`config.mk`:
```
export PLATFORM = sky130hd
export DESIGN_NAME = mmu_ptw
export DESIGN_NICKNAME = d
export VERILOG_FILES = /design/src/rtl/mmu_ptw.sv
export SDC_FILE = /design/constraint.sdc
export NUM_CORES = 1
export LEC_CHECK = 0
export CORE_MARGIN = 5
export CORE_UTILIZATION = 45
export CTS_BUF_LIST = sky130_fd_sc_hd__clkbuf_8
export DETAILED_ROUTE_END_ITERATION = 6
export PLACE_DENSITY = 0.83
export SLEW_MARGIN = 20
export SYNTH_ARGS = -nofsm -noshare
export SYNTH_HDL_FRONTEND = slang
export SYNTH_SLANG_ARGS = --single-unit
```
`constraint.sdc`:
```
create_clock -name clk_i -period 2.7 [get_ports clk_i]
set_input_delay 0.675 -clock clk_i [delete_from_list [all_inputs] [get_ports clk_i]]
set_output_delay 0.675 -clock clk_i [all_outputs]
set_load 0.02 [all_outputs]
```
`src/rtl/mmu_ptw.sv`:
```
// Sv32 page-table walker: bare/TLB-hit fast path, two-level walk with
// superpage support, TLB refill and a one-cycle response strobe.
module mmu_ptw (
    input  logic        clk_i,
    input  logic        rst_i,
    input  logic        req_i,
    input  logic [31:0] vaddr_i,
    input  logic [31:0] satp_i,
    output logic        busy_o,
    output logic        resp_valid_o,
    output logic [31:0] resp_paddr_o,
    output logic        resp_fault_o,
    output logic [19:0] tlb_vpn_o,
    input  logic        tlb_hit_i,
    input  logic [31:0] tlb_entry_i,
    output logic        tlb_update_o,
    output logic [31:0] tlb_entry_o,
    output logic        mem_req_o,
    output logic [31:0] mem_addr_o,
    input  logic        mem_ack_i,
    input  logic [31:0] mem_data_i,
    input  logic        mem_err_i
);

    localparam logic [2:0] IDLE   = 3'd0;
    localparam logic [2:0] WALK1  = 3'd1;
    localparam logic [2:0] WALK0  = 3'd2;
    localparam logic [2:0] UPDATE = 3'd3;
    localparam logic [2:0] DONE   = 3'd4;

    logic [2:0]  state;
    logic [19:0] vpn_q;
    logic [11:0] off_q;
    logic [31:0] paddr_q;
    logic        fault_q;

    logic        ack, lvl1, pte_bad, pte_leaf, walk_fault, descend;
    logic [31:0] leaf_entry;
    logic        unused_bits;

    // An ack only counts while our own request is outstanding.
    assign ack        = mem_ack_i & mem_req_o;
    assign lvl1       = (state == WALK1);
    assign pte_bad    = mem_err_i | ~mem_data_i[0] | (mem_data_i[2] & ~mem_data_i[1]);
    assign pte_leaf   = mem_data_i[1] | mem_data_i[3];
    assign walk_fault = pte_bad | (~pte_leaf & ~lvl1) | (pte_leaf & lvl1 & (|mem_data_i[19:10]));
    assign descend    = ~pte_bad & ~pte_leaf & lvl1;
    // Superpage leaves are refilled as 4 KiB entries carrying VPN0.
    assign leaf_entry = lvl1 ? {mem_data_i[31:20], vpn_q[9:0], mem_data_i[9:0]} : mem_data_i;

    assign busy_o       = (state != IDLE);
    assign resp_valid_o = (state == DONE);
    assign resp_fault_o = (state == DONE) & fault_q;
    assign resp_paddr_o = paddr_q;
    assign tlb_update_o = (state == UPDATE);
    assign tlb_vpn_o    = (state == IDLE) ? vaddr_i[31:12] : vpn_q;

    assign unused_bits = ^{satp_i[30:20], tlb_entry_i[31:30], tlb_entry_i[9:0]};

    always_ff @(posedge clk_i or negedge rst_i) begin
        if (!rst_i) begin
            state       <= IDLE;
            vpn_q       <= '0;
            off_q       <= '0;
            paddr_q     <= '0;
            fault_q     <= 1'b0;
            mem_req_o   <= 1'b0;
            mem_addr_o  <= '0;
            tlb_entry_o <= '0;
        end else begin
            case (state)
                IDLE: if (req_i) begin
                    vpn_q   <= vaddr_i[31:12];
                    off_q   <= vaddr_i[11:0];
                    fault_q <= 1'b0;
                    if (!satp_i[31]) begin
                        paddr_q <= vaddr_i;
                        state   <= DONE;
                    end else if (tlb_hit_i) begin
                        paddr_q <= {tlb_entry_i[29:10], vaddr_i[11:0]};
                        state   <= DONE;
                    end else begin
                        mem_req_o  <= 1'b1;
                        mem_addr_o <= {satp_i[19:0], 12'h000} + {20'h0, vaddr_i[31:22], 2'b00};
                        state      <= WALK1;
                    end
                end
                WALK1, WALK0: begin
                    // WALK0 enters with the request low so it drops for a cycle after the L1 ack.
                    if (state == WALK0 && !mem_req_o) begin
                        mem_req_o <= 1'b1;
                    end else if (ack) begin
                        mem_req_o <= 1'b0;
                        if (walk_fault) begin
                            fault_q <= 1'b1;
                            paddr_q <= '0;
                            state   <= DONE;
                        end else if (descend) begin
                            mem_addr_o <= {mem_data_i[29:10], 12'h000} + {20'h0, vpn_q[9:0], 2'b00};
                            state      <= WALK0;
                        end else begin
                            tlb_entry_o <= leaf_entry;
                            state       <= UPDATE;
                        end
                    end
                end
                UPDATE: begin
                    paddr_q <= {tlb_entry_o[29:10], off_q};
                    state   <= DONE;
                end
                DONE:    state <= IDLE;
                default: state <= IDLE;
            endcase
        end
    end

endmodule

```
==> flow_metrics.tcl, run 1 <==
set metrics [dict create \
    status "finished clean" \
    design_area_um2 9340 \
    hold_buffers 0 \
    combPwrFrac 0.526 \
    path_max_fanout 10 \
    skew_ns 0.00748 \
    clkPwrFrac 0.144 \
    synth_edf_count 0 \
    gp_congestion 0.862 \
    worstPathArrival_ns 1.93 \
    grt-ovfl-total 0 \
    dpl.hpwl_um 15400 \
    p_sw_mw 4.18 \
    first_pass_iters 5 \
    synth.largest_area_cell "dfrtp_1" \
    p_sw_frac 0.403 \
    die-width_um 128 \
    drcViolationCount 0 \
    fmax_ghz 0.384 \
    htree_num_levels 4 \
    slew_headroom 0.318 \
    finalPower_mw 10.4 \
    worstSetupEndpointType "output pin" \
    vias 5813 \
    vdd_drop_max_uv 652 \
    hold_class "in2async" \
    final_nets 994 \
    grt.total_usage 0.256 \
    cts_max_path_buffers 2 \
    min_period_over_period 0.963 \
    synth-async-reset-ratio 1.00 \
    finalNonFillerCells 1049 \
    rows 43 \
    placed_cell_area_um2 9050 \
    design.die.area_um2 16500 \
    insertion_delay_ns 0.45 \
    critPathLaunchType "flop" \
    syn_area_um2 6300 \
    cts_made_buffers 17 \
    cts-root-buf "clkbuf_8" \
    antenna_cells 0 \
    clk_pin_slew_ns 0.07 \
    grt_first_pass_wirelength_um 32400 \
    drt.antenna.violating_nets 0 \
    seq_area_frac_synth 0.520 \
    grt_pass1_vias 6018 \
    critPathKind "reg2out" \
    drive_gt1_frac 0.197 \
    ys_ff_latch 131 \
    placed_cells 1019 \
    crit_required_ns 2.03 \
    core_area_um2 13800 \
    synthTopCellsByArea "dfrtp_1, mux2_2, mux2i_1, nand2_1, a21oi_1" \
    yosys_warnings 0 \
    synth_cells 609 \
    setup_tns_ns 0 \
    final_common_cell "clkdlybuf4s50_1" \
    synth_ff_type "dfrtp_1" \
    period_minus_slack_ns 2.60 \
    port_buffers 229 \
    setup_viol 0 \
    drv_slew 0 \
    antenna_found_initial 0 \
    drt_iter0_markers 327 \
    die_h_um 128 \
    layout_common_cells "clkdlybuf4s50_1, dfrtp_1, nand2_1, mux2_2, nor2_1" \
    syn2layout_area_growth_pct 48.2 \
    clock_sinks 131 \
    hold_viol 0 \
    seqPwrFrac 0.329 \
    powerDensity_nw_per_um2 1110 \
    drt-total-wl_um 21100 \
    ioPinCount 255 \
    viasPerCell 5.54 \
    wl_per_cell_um 20.1 \
    synth.distinct_cells 42 \
    synth_top_area_frac 0.520 \
    cts_tree "yes" \
    start_util 0.456 \
    rsz0062_at_grt "no" \
    p_leak_nw 4.08 \
    avgSynthCellArea_um2 10.3 \
    drv_cap 0 \
    worst_pin_slew_ns 1.02 \
    grt_max_degree 61 \
    p_int_mw 6.18 \
]
## state kept, by name (all words and copies together), names as in the netlist
signal	flops
resp_paddr_o	32
tlb_entry_o	32
mem_addr_o	30
vpn_q	20
off_q	12
state	3
fault_q	1
mem_req_o	1
## final timing paths
path                       slack, ns  cells past startpoint            from               end
setup reg to reg                0.25                      7        state[1]  resp_paddr_o[19]
max in group asynchronous       1.90                      2           rst_i   tlb_entry_o[28]
hold reg to reg                 0.48                      1  tlb_entry_o[0]    tlb_entry_o[0]
setup / recovery                 0.1                      5        state[2]            busy_o
hold / removal                  0.14                      1           rst_i  resp_paddr_o[10]
min in group clk_i              0.48                      1  tlb_entry_o[0]    tlb_entry_o[0]
## through the flow
step                      hold WS (ns)  utilization  setup slack (ns)
final                            0.144        0.675            0.0992
after global routing             0.157        0.675           0.00212
after CTS                        0.148        0.679           0.00236
after detailed placement         0.466        0.655            -0.112
after global placement           0.453        0.655           -0.0721
after floorplan                  0.379            -             0.292
## cells by family (layout without fill, tap and decap cells)
group | Yosys count | after routing | share of synthesized area
buf+inv | 58 | 317 | 0.0441
compound gates | 149 | 149 | 0.132
xor+xnor | 1 | 1 | 0.00139
simple gates | 166 | 166 | 0.124
mux | 103 | 103 | 0.178
other cells | 1 | 2 | 0.000595
flops | 131 | 131 | 0.520
## cells in the mapped netlist (2+ instances only)
master      n
dfrtp_1   131
nand2_1    63
mux2_2     56
nor2_1     47
a21oi_1    45
o21ai_0    37
a31oi_1    31
clkbuf_1   31
mux2i_1    30
o21ai_1    29
nor3_1     24
mux2_1     17
and3_1     13
buf_2       9
inv_1       7
buf_4       5
buf_6       4
or2_2       3
nand2b_1    2
nor2b_1     2
nor4_2      2
## repair_timing
action | in CTS | in global routing
cloned | 0 | 1
endpoints found under the setup margin | 21 | 22
resized for setup | 37 | 29
buffers inserted | 0 | 1
## power by group through the flow
stage | sequential (mW) | clock, mW | combinational, mW
after floorplan | 4.03 | 0 | 2.23
after global placement | 3.37 | 0 | 5.42
after detailed placement | 3.43 | 0 | 5.54
after CTS | 3.40 | 1.52 | 5.47
after global routing | 3.51 | 1.61 | 5.81
final | 3.41 | 1.49 | 5.46
## cell type report
cell class | instances | area (µm²)
clock buffer | 20 | 275
clock inverter | 8 | 65.1
fill | 1033 | 4490
inverter | 8 | 30.0
multi-input combinational | 421 | 2780
sequential | 131 | 3280
tap | 180 | 225
timing repair buffer | 281 | 2680
## critical path, stage by stage (launching register included)
cell             delay (ns)
dfrtp_1                0.40
nor3_4                 0.19
buf_6                  0.15
clkbuf_16              0.17
inv_1                  0.04
clkdlybuf4s50_1        0.53
## per-layer routing
| layer | up-vias | GRT usage | routed length, µm |
|---|---|---|---|
| li1 | 2658 | - | - |
| met4 | 0 | 0.0974 | 531 |
| met1 | 2848 | 0.325 | 8720 |
| met5 | - | 0 | 0 |
| met3 | 42 | 0.0729 | 1480 |
| met2 | 265 | 0.416 | 10300 |
No activity file was read; power rests on OpenSTA's default activity.
==> run 2, diff against run 1 <==
GPL_TIMING_DRIVEN = 0   (was default)
==> flow_metrics.tcl, run 2 (same netlist as run 1, synthesis figures left out) <==
set metrics [dict create \
    antenna_cells 0 \
    worstSetupEndpointType "output pin" \
    cts_max_path_buffers 2 \
    vias 5754 \
    cts-root-buf "clkbuf_8" \
    ioPinCount 255 \
    clock_sinks 131 \
    start_util 0.456 \
    path_delay_family "buffers and inverters" \
    crit_path_top_delay_cell "dfrtp_1" \
    finalPower_mw 10.6 \
    design.die.area_um2 16500 \
    drt-total-wl_um 21200 \
    design_area_um2 9360 \
    dp_slack_ns -0.695 \
    grt_max_degree 92 \
    cts_made_buffers 17 \
    drv_slew 0 \
    vdd_drop_max_uv 685 \
    viasPerCell 5.41 \
    htree_num_levels 4 \
    critPathBufInv 4 \
    drv_cap 0 \
    path_max_fanout 10 \
    critPathLaunchType "flop" \
    cp_cell_sequence "buf_6 -> nor3_4 -> buf_6 -> buf_12 -> mux2_2 -> buf_2" \
    hold_viol 0 \
    powerDensity_nw_per_um2 1130 \
    grt.total_usage 0.260 \
    skew_ns 0.0114 \
    antenna_found_initial 0 \
    period_minus_slack_ns 2.66 \
    rows 43 \
    fmax_ghz 0.376 \
    gp_congestion 0.855 \
    drt_iter0_markers 325 \
    final_common_cell "clkdlybuf4s50_1" \
    grt-ovfl-total 0 \
    drt.antenna.violating_nets 0 \
    core_area_um2 13800 \
    min_period_over_period 0.986 \
    dpl.hpwl_um 15700 \
    status "finished clean" \
    slowest_delay_ns 0.41 \
    setup_viol 0 \
    p_leak_nw 4.02 \
    setup_tns_ns 0 \
    timing.final.ws_setup_ns 0.0374 \
    drive_gt1_frac 0.180 \
    worst_pin_slew_ns 0.876 \
    die_h_um 128 \
    crit_required_ns 2.03 \
    final_nets 1004 \
    worst-r2r-cell-count 9 \
    cts_tree "yes" \
    hold_buffers 0 \
    worstPathArrival_ns 1.99 \
    cp_common_cell "buf_6" \
    drcViolationCount 0 \
    placed_cell_area_um2 8840 \
    die-width_um 128 \
    slew_headroom 0.416 \
    syn2layout_area_growth_pct 48.6 \
    rsz0062_at_grt "yes" \
    insertion_delay_ns 0.45 \
    port_buffers 228 \
    layout_common_cells "clkdlybuf4s50_1, dfrtp_1, nand2_1, mux2_2, nor2_1" \
    first_pass_iters 5 \
    critPathKind "reg2out" \
    path_depth 6 \
    grt_pass1_vias 5940 \
    grt_first_pass_wirelength_um 32700 \
    clk_pin_slew_ns 0.08 \
    nFillCells 1117 \
    wl_per_cell_um 19.9 \
    hold_class "in2async" \
]
run 2: cell count changes in the layout (fill, tap and decap cells not counted), sizes merged:
cell and delta:
clkdlybuf4s50 -2, clkbuf +7, bufinv +2, inv -2, buf +4, dlygate4sd2 +2
clkdlybuf4s15 -1, dlymetal6s2s -1, clkinvlp +5
run 2: worst register-to-register path, cell delays in order, from the launching register on:
cell      delay [ns]
dfrtp_1         0.41
buf_4           0.14
buf_4           0.12
xnor2_1         0.29
or2_1           0.16
buf_2           0.22
clkbuf_2        0.37
clkbuf_1        0.42
nand2_1         0.11
a31oi_1         0.21
run 2: report_power, final:
part / total (mW) / internal (mW) / switching [mW]
Sequential: 3.40 / 2.83 / 0.565
Clock: 1.77 / 0.956 / 0.811
Combinational: 5.45 / 2.59 / 2.86
Total: 10.6 / 6.38 / 4.23
run 2: area by class of cell:
class                      instances  area, µm²  share of cell area
buffer                            48        274              0.0293
clock buffer                      19        262              0.0279
clock inverter                    13        159              0.0170
inverter                           8       32.5             0.00348
multi-input combinational        421       2780               0.297
sequential                       131       3280               0.350
tap                              180        225              0.0241
timing repair buffer             243       2350               0.251
run 2: repair_timing:
action | 4_1_cts | 5_1_grt
endpoints found under the setup margin | 80 | 47
buffers inserted | 6 | 7
cloned | 1 | 0
gates resized for setup | 100 | 21
pin swaps | 2 | 0
run 2: path summary, 6_finish.rpt:
check,start,slack (ns),to
min,rst_i,0.09,resp_paddr_o[8]
max in group asynchronous,rst_i,1.85,tlb_entry_o[31]
min reg2reg,tlb_entry_o[0],0.48,tlb_entry_o[0]
max,state[1],0.04,tlb_vpn_o[5]
min in group clk_i,tlb_entry_o[0],0.48,tlb_entry_o[0]
max reg2reg,state[1],0.16,mem_addr_o[29]
run 2: per-stage QoR:
| step | hold slack, ns | instances | utilization |
|---|---|---|---|
| after floorplan | 0.379 | 610 | - |
| after global routing | 0.104 | 1063 | 0.677 |
| after CTS | 0.0957 | 1056 | 0.670 |
| after detailed placement | 0.462 | 1019 | 0.640 |
| after global placement | 0.455 | 1018 | 0.637 |
| final | 0.0938 | 1063 | 0.677 |
run 2: metal layers:
metal  share of wire  global-route usage  wire length [µm]  vias up
li1                -                   -                 -     2673
met5               0                   0                 0        -
met4           0.034               0.120               711        0
met2            0.48               0.410             10100      219
met3           0.068              0.0596              1450       53
met1            0.42               0.342              8900     2809
==> run 3, diff against run 2 <==
SLEW_MARGIN = 10   (was 20)
==> flow_metrics.tcl, run 3 (same netlist as run 1, synthesis figures left out) <==
set metrics [dict create \
    status "finished clean" \
    grt.total_usage 0.255 \
    design.die.area_um2 16500 \
    drcViolationCount 0 \
    setup_viol 0 \
    antenna_cells 0 \
    path_max_fanout 10 \
    cts_made_buffers 17 \
    worstPathArrival_ns 1.98 \
    first_pass_iters 4 \
    drv_slew 0 \
    start_util 0.456 \
    insertion_delay_ns 0.44 \
    worstSetupEndpointType "output pin" \
    die_h_um 128 \
    grt_max_degree 78 \
    skew_ns 0.0126 \
    crit_required_ns 2.03 \
    grt-ovfl-total 0 \
    hold_class "in2async" \
    clock_sinks 131 \
    port_buffers 228 \
    htree_num_levels 4 \
    highest_layer "met4" \
    rr_endpoint "mem_addr_o[29]" \
    viasPerCell 5.41 \
    drt-total-wl_um 21100 \
    syn2layout_area_growth_pct 49.4 \
    period_minus_slack_ns 2.66 \
    fmax_ghz 0.376 \
    nFillCells 1097 \
    drive_gt1_frac 0.181 \
    final_common_cell "clkdlybuf4s50_1" \
    drt.antenna.violating_nets 0 \
    hold_ws_ns 0.183 \
    layout_common_cells "clkdlybuf4s50_1, dfrtp_1, nand2_1, mux2_2, nor2_1" \
    hold_viol 0 \
    vias 5759 \
    worst_pin_slew_ns 0.898 \
    powerDensity_nw_per_um2 1150 \
    critPathKind "reg2out" \
    met2RoutedLength_um 10100 \
    grt_first_pass_wirelength_um 32100 \
    finalNonFillerCells 1064 \
    wl_per_cell_um 19.8 \
    die-width_um 128 \
    rows 43 \
    rrSetupSlack_ns 0.20 \
    cts-root-buf "clkbuf_8" \
    final_nets 1005 \
    worst-r2r-cell-count 9 \
    wl_met3_um 1470 \
    slew_headroom 0.401 \
    core_area_um2 13800 \
    gp_congestion 0.855 \
    vdd_drop_max_uv 693 \
    drt_iter0_markers 267 \
    antenna_found_initial 0 \
    dpl.hpwl_um 15700 \
    cts_tree "yes" \
    p_leak_nw 4.06 \
    cts_max_path_buffers 2 \
    critPathLaunchType "flop" \
    clk_pin_slew_ns 0.08 \
    min_period_over_period 0.985 \
    placed_cells 1019 \
    grt_pass1_vias 5876 \
    drv_cap 0 \
    ioPinCount 255 \
    wl_met1_um 8920 \
    reg2reg_from "state[1]" \
]
run 3: cell count changes in the layout (fill, tap and decap cells not counted), sizes merged:
| cell | before | now |
|---|---|---|
| buf | 56 | 57 |
| bufinv | 3 | 6 |
| clkbuf | 48 | 47 |
| clkinvlp | 6 | 4 |
| dlygate4sd2 | 3 | 2 |
| dlymetal6s2s | 0 | 1 |
run 3: power by group:
part	total [mW]	internal, mW	switching, mW
Combinational	5.44	2.59	2.85
Clock	2.01	1.21	0.801
Sequential	3.40	2.83	0.573
run 3: repair_timing:
item                                    CTS  global route
hold buffers                              0             0
gates cloned                              1             0
buffers inserted                          7             8
gates resized for setup                  98            13
endpoints found under the setup margin   80            40
pin swaps                                 2             0
run 3: critical path: stages, from the launching register on:
cell,delay [ns]
dfrtp_1,0.41
buf_6,0.15
nor3_4,0.18
buf_6,0.16
buf_12,0.14
mux2_2,0.33
buf_2,0.16
run 3: metal layers:
layer,global-route usage,vias to the layer above
met4,0.115,0
li1,-,2680
met3,0.0558,43
met5,0,-
met2,0.401,241
met1,0.339,2795
run 3: layout make-up:
class                      count  area [µm²]  share of cell area
tap                          180         225              0.0239
multi-input combinational    421        2770               0.294
inverter                       8        32.5             0.00346
clock buffer                  18         248              0.0263
timing repair buffer         244        2350               0.250
buffer                        48         270              0.0287
clock inverter                14         234              0.0249
sequential                   131        3280               0.348
run 3: stage by stage:
step | power (mW) | worst slack, ns | instance area, µm² | utilization | TNS (ns)
CTS | 10.8 | -0.0564 | 9340 | 0.676 | -0.213
finish | 10.9 | 0.0406 | 9410 | 0.681 | 0
detailed placement | 8.79 | -0.708 | 8840 | 0.639 | -54.88
global placement | 8.66 | -4.41 | 8810 | 0.637 | -627.15
floorplan | 6.26 | 0.292 | 6300 | - | 0
global route | 11.4 | -0.0202 | 9410 | 0.681 | -0.0937
run 3: worst max path at each step:
stage          startpoint       endpoint  slack, ns  depth (start not counted)
3_3_place_gp        rst_i      vpn_q[13]      -4.41                          1
2_1_floorplan    state[2]  tlb_vpn_o[10]       0.29                          4
5_1_grt          state[1]   tlb_vpn_o[3]      -0.02                          6
3_5_place_dp     state[2]  tlb_vpn_o[14]      -0.71                          5
6_report         state[1]   tlb_vpn_o[5]       0.04                          6
4_1_cts          state[1]  tlb_vpn_o[13]      -0.06                          7
